--- config.mk ---
export PLATFORM = sky130hd
export DESIGN_NAME = riscv_md_seq
export DESIGN_NICKNAME = d
export VERILOG_FILES = /design/src/rtl/riscv_pkg.sv /design/src/rtl/riscv_md_datapath.sv /design/src/rtl/riscv_md_seq.sv
export SDC_FILE = /design/constraint.sdc
export NUM_CORES = 1
export LEC_CHECK = 0
export BUFFER_PORTS_ARGS = -buffer_cell sky130_fd_sc_hd__buf_2
export CELL_PAD_IN_SITES_DETAIL_PLACEMENT = 0
export CELL_PAD_IN_SITES_GLOBAL_PLACEMENT = 1
export CORE_ASPECT_RATIO = 0.7
export CORE_UTILIZATION = 30
export DETAILED_ROUTE_END_ITERATION = 16
export PLACE_DENSITY = 0.56
export SLEW_MARGIN = 25
export SYNTH_ARGS = -nofsm -noshare
export SYNTH_HDL_FRONTEND = slang
export SYNTH_SLANG_ARGS = --single-unit
--- constraint.sdc ---
create_clock -name i_clk -period 11.81 [get_ports i_clk]
set_input_delay 1.7715 -clock i_clk [delete_from_list [all_inputs] [get_ports i_clk]]
set_output_delay 1.7715 -clock i_clk [all_outputs]
set_load 0.05 [all_outputs]
--- src/rtl/riscv_pkg.sv ---
// Shared RV32M definitions: M-op funct3 codes, the MULDIV funct7 value and
// the multiply/divide sequencer state encoding.
// No ports (package).
package riscv_pkg;

  localparam logic [2:0] F3_MUL    = 3'b000;
  localparam logic [2:0] F3_MULH   = 3'b001;
  localparam logic [2:0] F3_MULHSU = 3'b010;
  localparam logic [2:0] F3_MULHU  = 3'b011;
  localparam logic [2:0] F3_DIV    = 3'b100;
  localparam logic [2:0] F3_DIVU   = 3'b101;
  localparam logic [2:0] F3_REM    = 3'b110;
  localparam logic [2:0] F3_REMU   = 3'b111;

  localparam logic [6:0] OP_MULDIV = 7'b0000001;

  typedef enum logic [1:0] {
    IDLE = 2'd0,
    CALC = 2'd1,
    DONE = 2'd2
  } md_state_t;

endpackage

--- src/rtl/riscv_md_datapath.sv ---
// Iterative RV32M datapath: operand magnitude registers, 64-bit accumulator
// (hi/lo), step counter, one shift-add (multiply) or restoring-subtract
// (divide) iteration per step, plus the single-cycle fast-path results.
// Ports: clk/rst (sync, active-high); start loads operands and clears the
//   counter; step runs one iteration; last flags the final iteration;
//   fast/fast_num give the fast-path decision and value from the live inputs;
//   res_num is the sign-corrected result of the iteration in progress.
// Divider logic exists only when RISCV_DIV_EN is defined.
module riscv_md_datapath
  import riscv_pkg::*;
#(
  parameter int XLEN = 32
) (
  input  logic            clk,
  input  logic            rst,
  input  logic            start,
  input  logic            step,
  input  logic [2:0]      funct3,
  input  logic [XLEN-1:0] num1,
  input  logic [XLEN-1:0] num2,
  output logic            last,
  output logic            fast,
  output logic [XLEN-1:0] fast_num,
  output logic [XLEN-1:0] res_num
);

  localparam logic [XLEN-1:0] MIN_NEG = {1'b1, {(XLEN-1){1'b0}}};

  logic [1:0]      mop_q;
  logic            neg_q;
  logic [XLEN-1:0] b_q;
  logic [XLEN-1:0] hi_q;
  logic [XLEN-1:0] lo_q;
  logic [5:0]      cnt_q;

  logic            a_sgn, b_sgn, sa, sb, neg_in;
  logic [XLEN-1:0] a_mag, b_mag;

  logic [XLEN:0]     msum;
  logic [XLEN-1:0]   mhi_n, mlo_n, mres;
  logic [2*XLEN-1:0] prod, prod_s;
  logic [XLEN-1:0]   hi_n, lo_n;

  // Operand signedness and result sign, resolved from the inputs at start.
  // A remainder takes the dividend's sign; everything else is sa ^ sb.
  always_comb begin
    a_sgn  = funct3[2] ? ~funct3[0] : (funct3[1:0] != 2'b11);
    b_sgn  = funct3[2] ? ~funct3[0] : ~funct3[1];
    sa     = a_sgn & num1[XLEN-1];
    sb     = b_sgn & num2[XLEN-1];
    neg_in = (funct3[2] & funct3[1]) ? sa : (sa ^ sb);
    a_mag  = sa ? -num1 : num1;
    b_mag  = sb ? -num2 : num2;
  end

  // Shift-add multiply: lo holds the remaining multiplier bits and fills
  // with the low product bits from the top as it shifts right.
  always_comb begin
    msum   = {1'b0, hi_q} + (lo_q[0] ? {1'b0, b_q} : '0);
    mhi_n  = msum[XLEN:1];
    mlo_n  = {msum[0], lo_q[XLEN-1:1]};
    prod   = {mhi_n, mlo_n};
    prod_s = neg_q ? -prod : prod;
    mres   = (mop_q == 2'b00) ? prod_s[XLEN-1:0] : prod_s[2*XLEN-1:XLEN];
  end

`ifdef RISCV_DIV_EN
  logic            div_q;
  logic [XLEN:0]   dsh;
  logic [XLEN-1:0] dsub, dhi_n, dlo_n, dval, dres;
  logic            dge, dz, ovf;

  // Restoring divide: hi is the partial remainder, lo shifts the dividend
  // out at the top and the quotient bits in at the bottom. When the
  // subtraction succeeds the difference is below the divisor, so the low
  // XLEN bits of the modular subtract are exact.
  always_comb begin
    dsh   = {hi_q, lo_q[XLEN-1]};
    dge   = (dsh >= {1'b0, b_q});
    dsub  = dsh[XLEN-1:0] - b_q;
    dhi_n = dge ? dsub : dsh[XLEN-1:0];
    dlo_n = {lo_q[XLEN-2:0], dge};
    dval  = mop_q[1] ? dhi_n : dlo_n;
    dres  = neg_q ? -dval : dval;
    hi_n    = div_q ? dhi_n : mhi_n;
    lo_n    = div_q ? dlo_n : mlo_n;
    res_num = div_q ? dres : mres;
  end

  // Divide-by-zero and signed overflow never enter the iteration loop.
  always_comb begin
    dz   = funct3[2] & (num2 == '0);
    ovf  = funct3[2] & ~funct3[0] & (num1 == MIN_NEG) & (num2 == '1);
    fast = dz | ovf;
    if (dz) fast_num = funct3[1] ? num1 : '1;
    else    fast_num = funct3[1] ? '0 : MIN_NEG;
  end

  always_ff @(posedge clk) begin
    if (rst)        div_q <= 1'b0;
    else if (start) div_q <= funct3[2];
  end
`else
  always_comb begin
    hi_n    = mhi_n;
    lo_n    = mlo_n;
    res_num = mres;
    // Divide ops complete immediately with a zero result in this build.
    fast     = funct3[2];
    fast_num = '0;
  end
`endif

  always_ff @(posedge clk) begin
    if (rst) begin
      mop_q <= '0;
      neg_q <= 1'b0;
      b_q   <= '0;
      hi_q  <= '0;
      lo_q  <= '0;
      cnt_q <= '0;
    end else if (start) begin
      mop_q <= funct3[1:0];
      neg_q <= neg_in;
      b_q   <= b_mag;
      hi_q  <= '0;
      lo_q  <= a_mag;
      cnt_q <= '0;
    end else if (step) begin
      hi_q  <= hi_n;
      lo_q  <= lo_n;
      cnt_q <= cnt_q + 6'd1;
    end
  end

  assign last = (cnt_q == 6'(XLEN-1));

endmodule

--- src/rtl/riscv_md_seq.sv ---
// RV32M multiply/divide sequencer: IDLE/CALC/DONE handshake with the EX
// stage around an iterative datapath (32 iterations, result 33 cycles after
// acceptance; divide-by-zero, signed overflow take a 1-cycle fast path).
// Ports: i_clk, i_rst (sync, active-high); i_valid/o_ready accept an op
//   (i_funct3, i_num1, i_num2); i_kill abandons it; o_busy stalls EX while
//   in flight; o_valid pulses one cycle with the result on o_num.
// Build option: define RISCV_DIV_EN to include the divider.
module riscv_md_seq
  import riscv_pkg::*;
#(
  parameter int XLEN = 32
) (
  input  logic            i_clk,
  input  logic            i_rst,
  input  logic            i_valid,
  output logic            o_ready,
  input  logic [2:0]      i_funct3,
  input  logic [XLEN-1:0] i_num1,
  input  logic [XLEN-1:0] i_num2,
  input  logic            i_kill,
  output logic            o_busy,
  output logic            o_valid,
  output logic [XLEN-1:0] o_num
);

  md_state_t       state, state_n;
  logic            accept, start, step, load;
  logic            last, fast;
  logic [XLEN-1:0] fast_num, res_num, num_n;

  riscv_md_datapath #(.XLEN(XLEN)) u_datapath (
    .clk      (i_clk),
    .rst      (i_rst),
    .start    (start),
    .step     (step),
    .funct3   (i_funct3),
    .num1     (i_num1),
    .num2     (i_num2),
    .last     (last),
    .fast     (fast),
    .fast_num (fast_num),
    .res_num  (res_num)
  );

  // Outputs are also gated by i_rst so they read inactive during the very
  // first reset cycle, before the state register has been cleared.
  always_comb begin
    o_ready = (state == IDLE) & ~i_rst;
    o_busy  = (state != IDLE) & ~i_rst;
    o_valid = (state == DONE) & ~i_kill & ~i_rst;
    accept  = i_valid & o_ready & ~i_kill;
  end

  always_comb begin
    state_n = state;
    start   = 1'b0;
    step    = 1'b0;
    load    = 1'b0;
    num_n   = res_num;
    case (state)
      IDLE: begin
        if (accept) begin
          start = 1'b1;
          if (fast) begin
            state_n = DONE;
            load    = 1'b1;
            num_n   = fast_num;
          end else begin
            state_n = CALC;
          end
        end
      end
      CALC: begin
        if (i_kill) begin
          state_n = IDLE;
        end else begin
          step = 1'b1;
          // The result is captured from the final iteration's combinational
          // output on the same edge that enters DONE.
          if (last) begin
            state_n = DONE;
            load    = 1'b1;
          end
        end
      end
      DONE:    state_n = IDLE;
      default: state_n = IDLE;
    endcase
  end

  always_ff @(posedge i_clk) begin
    if (i_rst) begin
      state <= IDLE;
      o_num <= '0;
    end else begin
      state <= state_n;
      if (load) o_num <= num_n;
    end
  end

endmodule

---- Yosys cells after proc, flatten, opt, wreduce, memory -nomap -nowiden ----
Cells that the tools add are included.
word-level totals
  flip-flop bits (word level) ............. 139
  bits of input ports ..................... 71
operators by class
  reduce and logical (&&, ||, !) cells .... 6
  equal/unequal tests ..................... 6
  multiplexer cells ....................... 27
  bitwise operators ....................... 14
  $add $sub $neg .......................... 5
operators with widths
  kind                 number
  $mux 32              9
  $mux 64              1
  $neg 32->32          2
  $neg 64->64          1
  $add 32x33->33       1
  $mux 1               11
  $and 1x1->1          9
  $mux 2               4
  $add 6x1->6 const B  1
  $eq 6x5->1 const B   1
  $logic_not 2->1      2
  $ne 2x2->1 const B   2
  $not 1->1            4
  $pmux 2 s2           1
  $reduce_bool 2->1    2
  $ne 3x3->1 const B   1
  $eq 2x1->1 const B   1
  $eq 2x2->1 const B   1
  $pmux 1 s2           1
  $reduce_and 2->1     1
  $reduce_or 2->1      1
  $xor 1x1->1          1

---- Longest topological paths before layout ----
  word-level depth ........................ 8
  gate-level depth with buffers ........... 14
  mapped depth without buffers ............ 13

---- Hierarchy ----
From an unflattened synthesis, not the netlist that was laid out.
second synthesis, totals
  cells, all modules ...................... 1574
  area total of the unflattened synthesis .. 11661.2 µm²
by module, submodules not included
  module             area each (µm²)  cells each  instances  sequential area each (µm²)
  riscv_md_datapath  9890.7           1374        1          2102.0
  riscv_md_seq       1770.4           200         1          680.7

---- Worst setup path before layout ----
No wires, ideal clock.
  path type ............................... input to output
  start ................................... input port i_rst
  end ..................................... output port o_valid
  data required time ...................... 10.038 ns
  arrival ................................. 3.943 ns
  stages .................................. 4
  path slack .............................. 6.095 ns
  path through ............................ clkbuf_1 > clkbuf_1 > clkbuf_1 > nor4b_1
on the way
  word-level cells in the longest chain between the ends .. 2
RTL lines
  what         RTL line            source
  from (decl)  riscv_md_seq.sv:14  input logic i_rst,
  $not 1->1    riscv_md_seq.sv:50  o_valid = (state == DONE) & ~i_kill & ~i_rst;
  $and 1x1->1  riscv_md_seq.sv:50
  to (decl)    riscv_md_seq.sv:22  output logic o_valid,
Every way passes these cells.

---- Final worst setup path ----
  start ................................... register u_datapath.lo_q[0]
  end ..................................... register o_num[26]
on the way
  word-level cells in the longest chain between the ends .. 8
RTL lines
  what                    RTL line                  source
  from (decl)             riscv_md_datapath.sv:33   logic [XLEN-1:0] lo_q;
  from (signal assigned)  riscv_md_datapath.sv:127  lo_q <= a_mag;
  from (signal assigned)  riscv_md_datapath.sv:131  lo_q <= lo_n;
  $mux 32 (*)             riscv_md_datapath.sv:59   msum = {1'b0, hi_q} + (lo_q[0] ? {1'b0, b_q} : '0);
  $add 32x33->33 (*)      riscv_md_datapath.sv:59
  net u_datapath.msum[1]  riscv_md_datapath.sv:39   logic [XLEN:0] msum;
  $neg 64->64 (*)         riscv_md_datapath.sv:63   prod_s = neg_q ? -prod : prod;
  $mux 64 (*)             riscv_md_datapath.sv:63
  $mux 32 (*)             riscv_md_datapath.sv:64   mres = (mop_q == 2'b00) ? prod_s[XLEN-1:0] : prod_s[2*XLEN-1:XLEN];
  $mux 32                 riscv_md_seq.sv:64        if (fast) begin
  $mux 32                 riscv_md_seq.sv:62        if (accept) begin
  $mux 32 (*)             riscv_md_seq.sv:60        case (state)
  to (signal assigned)    riscv_md_seq.sv:97        if (load) o_num <= num_n;
  to (decl)               riscv_md_seq.sv:23        output logic [XLEN-1:0] o_num
The timed path passes the listed nets; every way through them passes the cells marked *.
A chain may end at the register's enable or synchronous reset.

==> impl_metrics.env <==
export IMPL_synth_warnings=0
export IMPL_max_slew_margin_rel_pct=31.68
export IMPL_synth_enable_flop_cells=0
export IMPL_fin_crit_sh_pct=40.53
export IMPL_synthCells=1446
export IMPL_worstReg2RegStart="u_datapath.lo_q[0]"
export IMPL_drt_first_pass_iters=5
export IMPL_clkPwrFrac_pct=44.2
export IMPL_post_cts_buffers=0
export IMPL_io_buffers=105
export IMPL_grt_setup_unrepaired="false"
export IMPL_wl_per_cell_um=19.36
export IMPL_slew_viol_final=0
export IMPL_ys_seq_elements=139
export IMPL_cts_hold_repair_buffers=0
export IMPL_crit_buf_inv=0
export IMPL_numCtsBuffers=17
export IMPL_drv_cap=0
export IMPL_syn_num_nets=1554
export IMPL_syn_area_per_cell_um2=7.319
export IMPL_start_util_pct=30.47
export IMPL_ys_types=80
export IMPL_wl_met3_um=2088
export IMPL_top_layer_used="met4"
export IMPL_crit_path_max_incr_delay_ps=670
export IMPL_drc=0
export IMPL_die_h_um=159.1
export IMPL_cp_start_kind="register"
export IMPL_max_freq_ghz=0.2089
export IMPL_hold_end="o_num[9]"
export IMPL_layout_commonest_cell="nand2_1"
export IMPL_async_flop_share_pct=0
export IMPL_crit_chain="and2_1 > ha_1 > fa_1 > nor4_1 > and3_1 > nand4_1 > a211oi_1 > nand3_1 > nor2_1 > nand3_1 > nor3_1 > mux2i_1 > nor2_1"
export IMPL_syn_area_mm2=0.01058
export IMPL_clk_pin_slew_worst_paths_ps=60
export IMPL_critPathTopFamily="simple AND/OR/NAND/NOR gates"
export IMPL_hold_viol=0
export IMPL_cpMaxStageDelayCell="dfxtp_2"
export IMPL_holdCritPathClass="register to register"
export IMPL_antenna_found_initial=0
export IMPL_finalInstanceArea_mm2=0.01202
export IMPL_cts_path_max_buffers=2
export IMPL_yosysSeqAreaShare_pct=26.29
export IMPL_critPathMaxFanout=33
export IMPL_antenna_cells=0
export IMPL_layout_common_cells="nand2_1, nor2_1, dfxtp_1, a21oi_1, buf_2"
export IMPL_worst_ir_drop_vdd_mv=0.09353
export IMPL_critPathKind="register to register"
export IMPL_fin_setup_tns_ps=0
export IMPL_finClkSkew_ps=10.02
export IMPL_grt_overflow=0
export IMPL_met2_length_um=14870
export IMPL_gp_congestion=0.8779
export IMPL_core_area_mm2=0.03473
export IMPL_place_area_mm2=0.01140
export IMPL_hold_path_depth=2
export IMPL_grt_usage_pct=21.35
export IMPL_drt_iter0_drc=813
export IMPL_post_dp_hpwl_um=28420
export IMPL_power_mw=1.292
export IMPL_power_density_mw_per_mm2=107.5
export IMPL_cts_sinks=139
export IMPL_dominantRegCellSynth="dfxtp_1"
export IMPL_die_width_um=226.5
export IMPL_status="completed"
export IMPL_switchingPower_uw=394.4
export IMPL_r2r_setup_slack_ps=7020
export IMPL_grt_max_degree=90
export IMPL_seqPwrFrac_pct=39.3
export IMPL_worstMarginPinSlew_ps=1021
export IMPL_area_delta_synth_final_pct=13.58
export IMPL_intPower_uw=897.8
export IMPL_rows=57
export IMPL_report_final_setup_viol=0
export IMPL_drt_wl_total_um=38050
export IMPL_power_leakage_nw=4.452
export IMPL_dieArea_mm2=0.03604
export IMPL_power_switching_share_pct=30.52
export IMPL_nets=1588
export IMPL_boundaryPins=106
export IMPL_drive_above_1_share_pct=12.06
export IMPL_viasPerCell=5.472
export IMPL_grt_pass1_vias=9717
export IMPL_hp_start="o_num[9]"
export IMPL_period_minus_slack_ps=4786
export IMPL_reg2reg_depth=13
export IMPL_worstReg2RegEnd="o_num[26]"
export IMPL_cts_tree="done"
export IMPL_grt_pass1_wl_um=59270
export IMPL_cts_root_buf="clkbuf_16"
export IMPL_combPwrFrac_pct=16.5
export IMPL_post_cts_resized=0
export IMPL_via_count=10750
export IMPL_final_antenna_net_count=0
export IMPL_required_ps=12150
export IMPL_met1_length_um=20710
export IMPL_end_kind="register"
export IMPL_clk_latency_ps=450
export IMPL_ctsHtreeMaxLevel=4
export IMPL_arrival_ps=5130
==> tightest hold or removal path: stages (launching register included) <==
cell,delay [ps]
dfxtp_1,310
nand2_1,50
a21oi_1,50
==> how the worst max path moves through the flow <==
stage | start | endpoint | slack, ps | cells after the start
floorplan | i_rst | o_valid | 6100 | 4
global placement | i_kill | o_num[30] | 6420 | 9
detailed placement | i_kill | o_num[30] | 6690 | 9
CTS | u_datapath.lo_q[0] | o_num[26] | 6680 | 13
global route | u_datapath.lo_q[0] | o_num[30] | 6540 | 13
finish | u_datapath.lo_q[0] | o_num[26] | 7020 | 13
==> cells in the mapped netlist (all sizes together) (7+ instances only) <==
library cell | instances | area share [%]
a311oi | 35 | 2.9
o22ai | 8 | 0.47
or3 | 13 | 0.77
nand4 | 18 | 1.2
o41ai | 14 | 1.3
nand2b | 8 | 0.47
a211o | 8 | 0.66
o21ai | 100 | 4.7
clkbuf | 91 | 3.2
o31ai | 22 | 1.6
nor3 | 37 | 1.8
mux2i | 8 | 0.76
and3 | 12 | 0.71
o211ai | 7 | 0.50
a211oi | 22 | 1.7
nand3b | 28 | 2.0
xnor2 | 50 | 4.1
nor2 | 154 | 5.5
a21o | 10 | 0.71
a21oi | 126 | 6.0
or2 | 7 | 0.41
a22oi | 10 | 0.71
ha | 36 | 4.3
nand2 | 203 | 7.2
xor2 | 73 | 6.1
buf | 9 | 0.57
and2 | 42 | 2.5
or4 | 12 | 0.92
nor4 | 13 | 1.1
inv | 23 | 0.82
a32oi | 7 | 0.58
a31oi | 11 | 0.65
nand3 | 26 | 1.3
dfxtp | 139 | 26
==> sequential cells by signal (all words and copies together) (netlist names) <==
name,count
u_datapath.b_q,32
u_datapath.cnt_q,6
u_datapath.mop_q,2
u_datapath.neg_q,1
u_datapath.lo_q,32
u_datapath.hi_q,32
state,2
o_num,32
==> power by group through the flow <==
stage               sequential (mW)  clock (mW)  combinational [mW]
global route                  0.510       0.607               0.236
detailed placement            0.517           0               0.212
CTS                           0.507       0.590               0.213
global placement              0.518           0               0.212
floorplan                     0.503           0               0.153
finish                        0.508       0.571               0.214
==> per-layer routing <==
metal	vias to the layer above	GRT usage (%)
li1	5322	-
met1	5133	34.63
met2	273	28.22
met3	24	3.617
met4	0	4.760
met5	-	0
==> cells by family (layout without fill, tap and decap cells) <==
kind of cell               count (synthesis)  after routing  share of synthesized area, %
AOI/OAI and AO/OA                        429            429                         26.61
DFF                                      139            139                         26.29
xor gates and xnor gates                 123            123                         10.25
muxes                                     10             10                        0.9695
buffers and inverters                    123            170                         4.611
and+or+nand+nor                          585            585                         26.81
adders and majority gates                 37             37                         4.445
==> final cells by class <==
type | instances | area, um2
multi-input combinational | 1184 | 7348
inverter | 23 | 86.33
tap | 472 | 590.6
timing repair buffer | 115 | 600.6
clock buffer | 19 | 442.9
fill | 3730 | 22710
clock inverter | 13 | 166.4
sequential | 139 | 2785
==> stage by stage <==
step                cells  hold slack (ps)  worst slack (ps)  utilization [%]
global route         1965            481.0              6543            34.61
global placement     1933            432.4              6416            32.82
detailed placement   1933            437.2              6685            32.83
floorplan            1446            416.7              6095                -
CTS                  1965            452.3              6678            34.58
finish               1965            447.6              7024            34.61
Power figures use the tool's default switching activity.
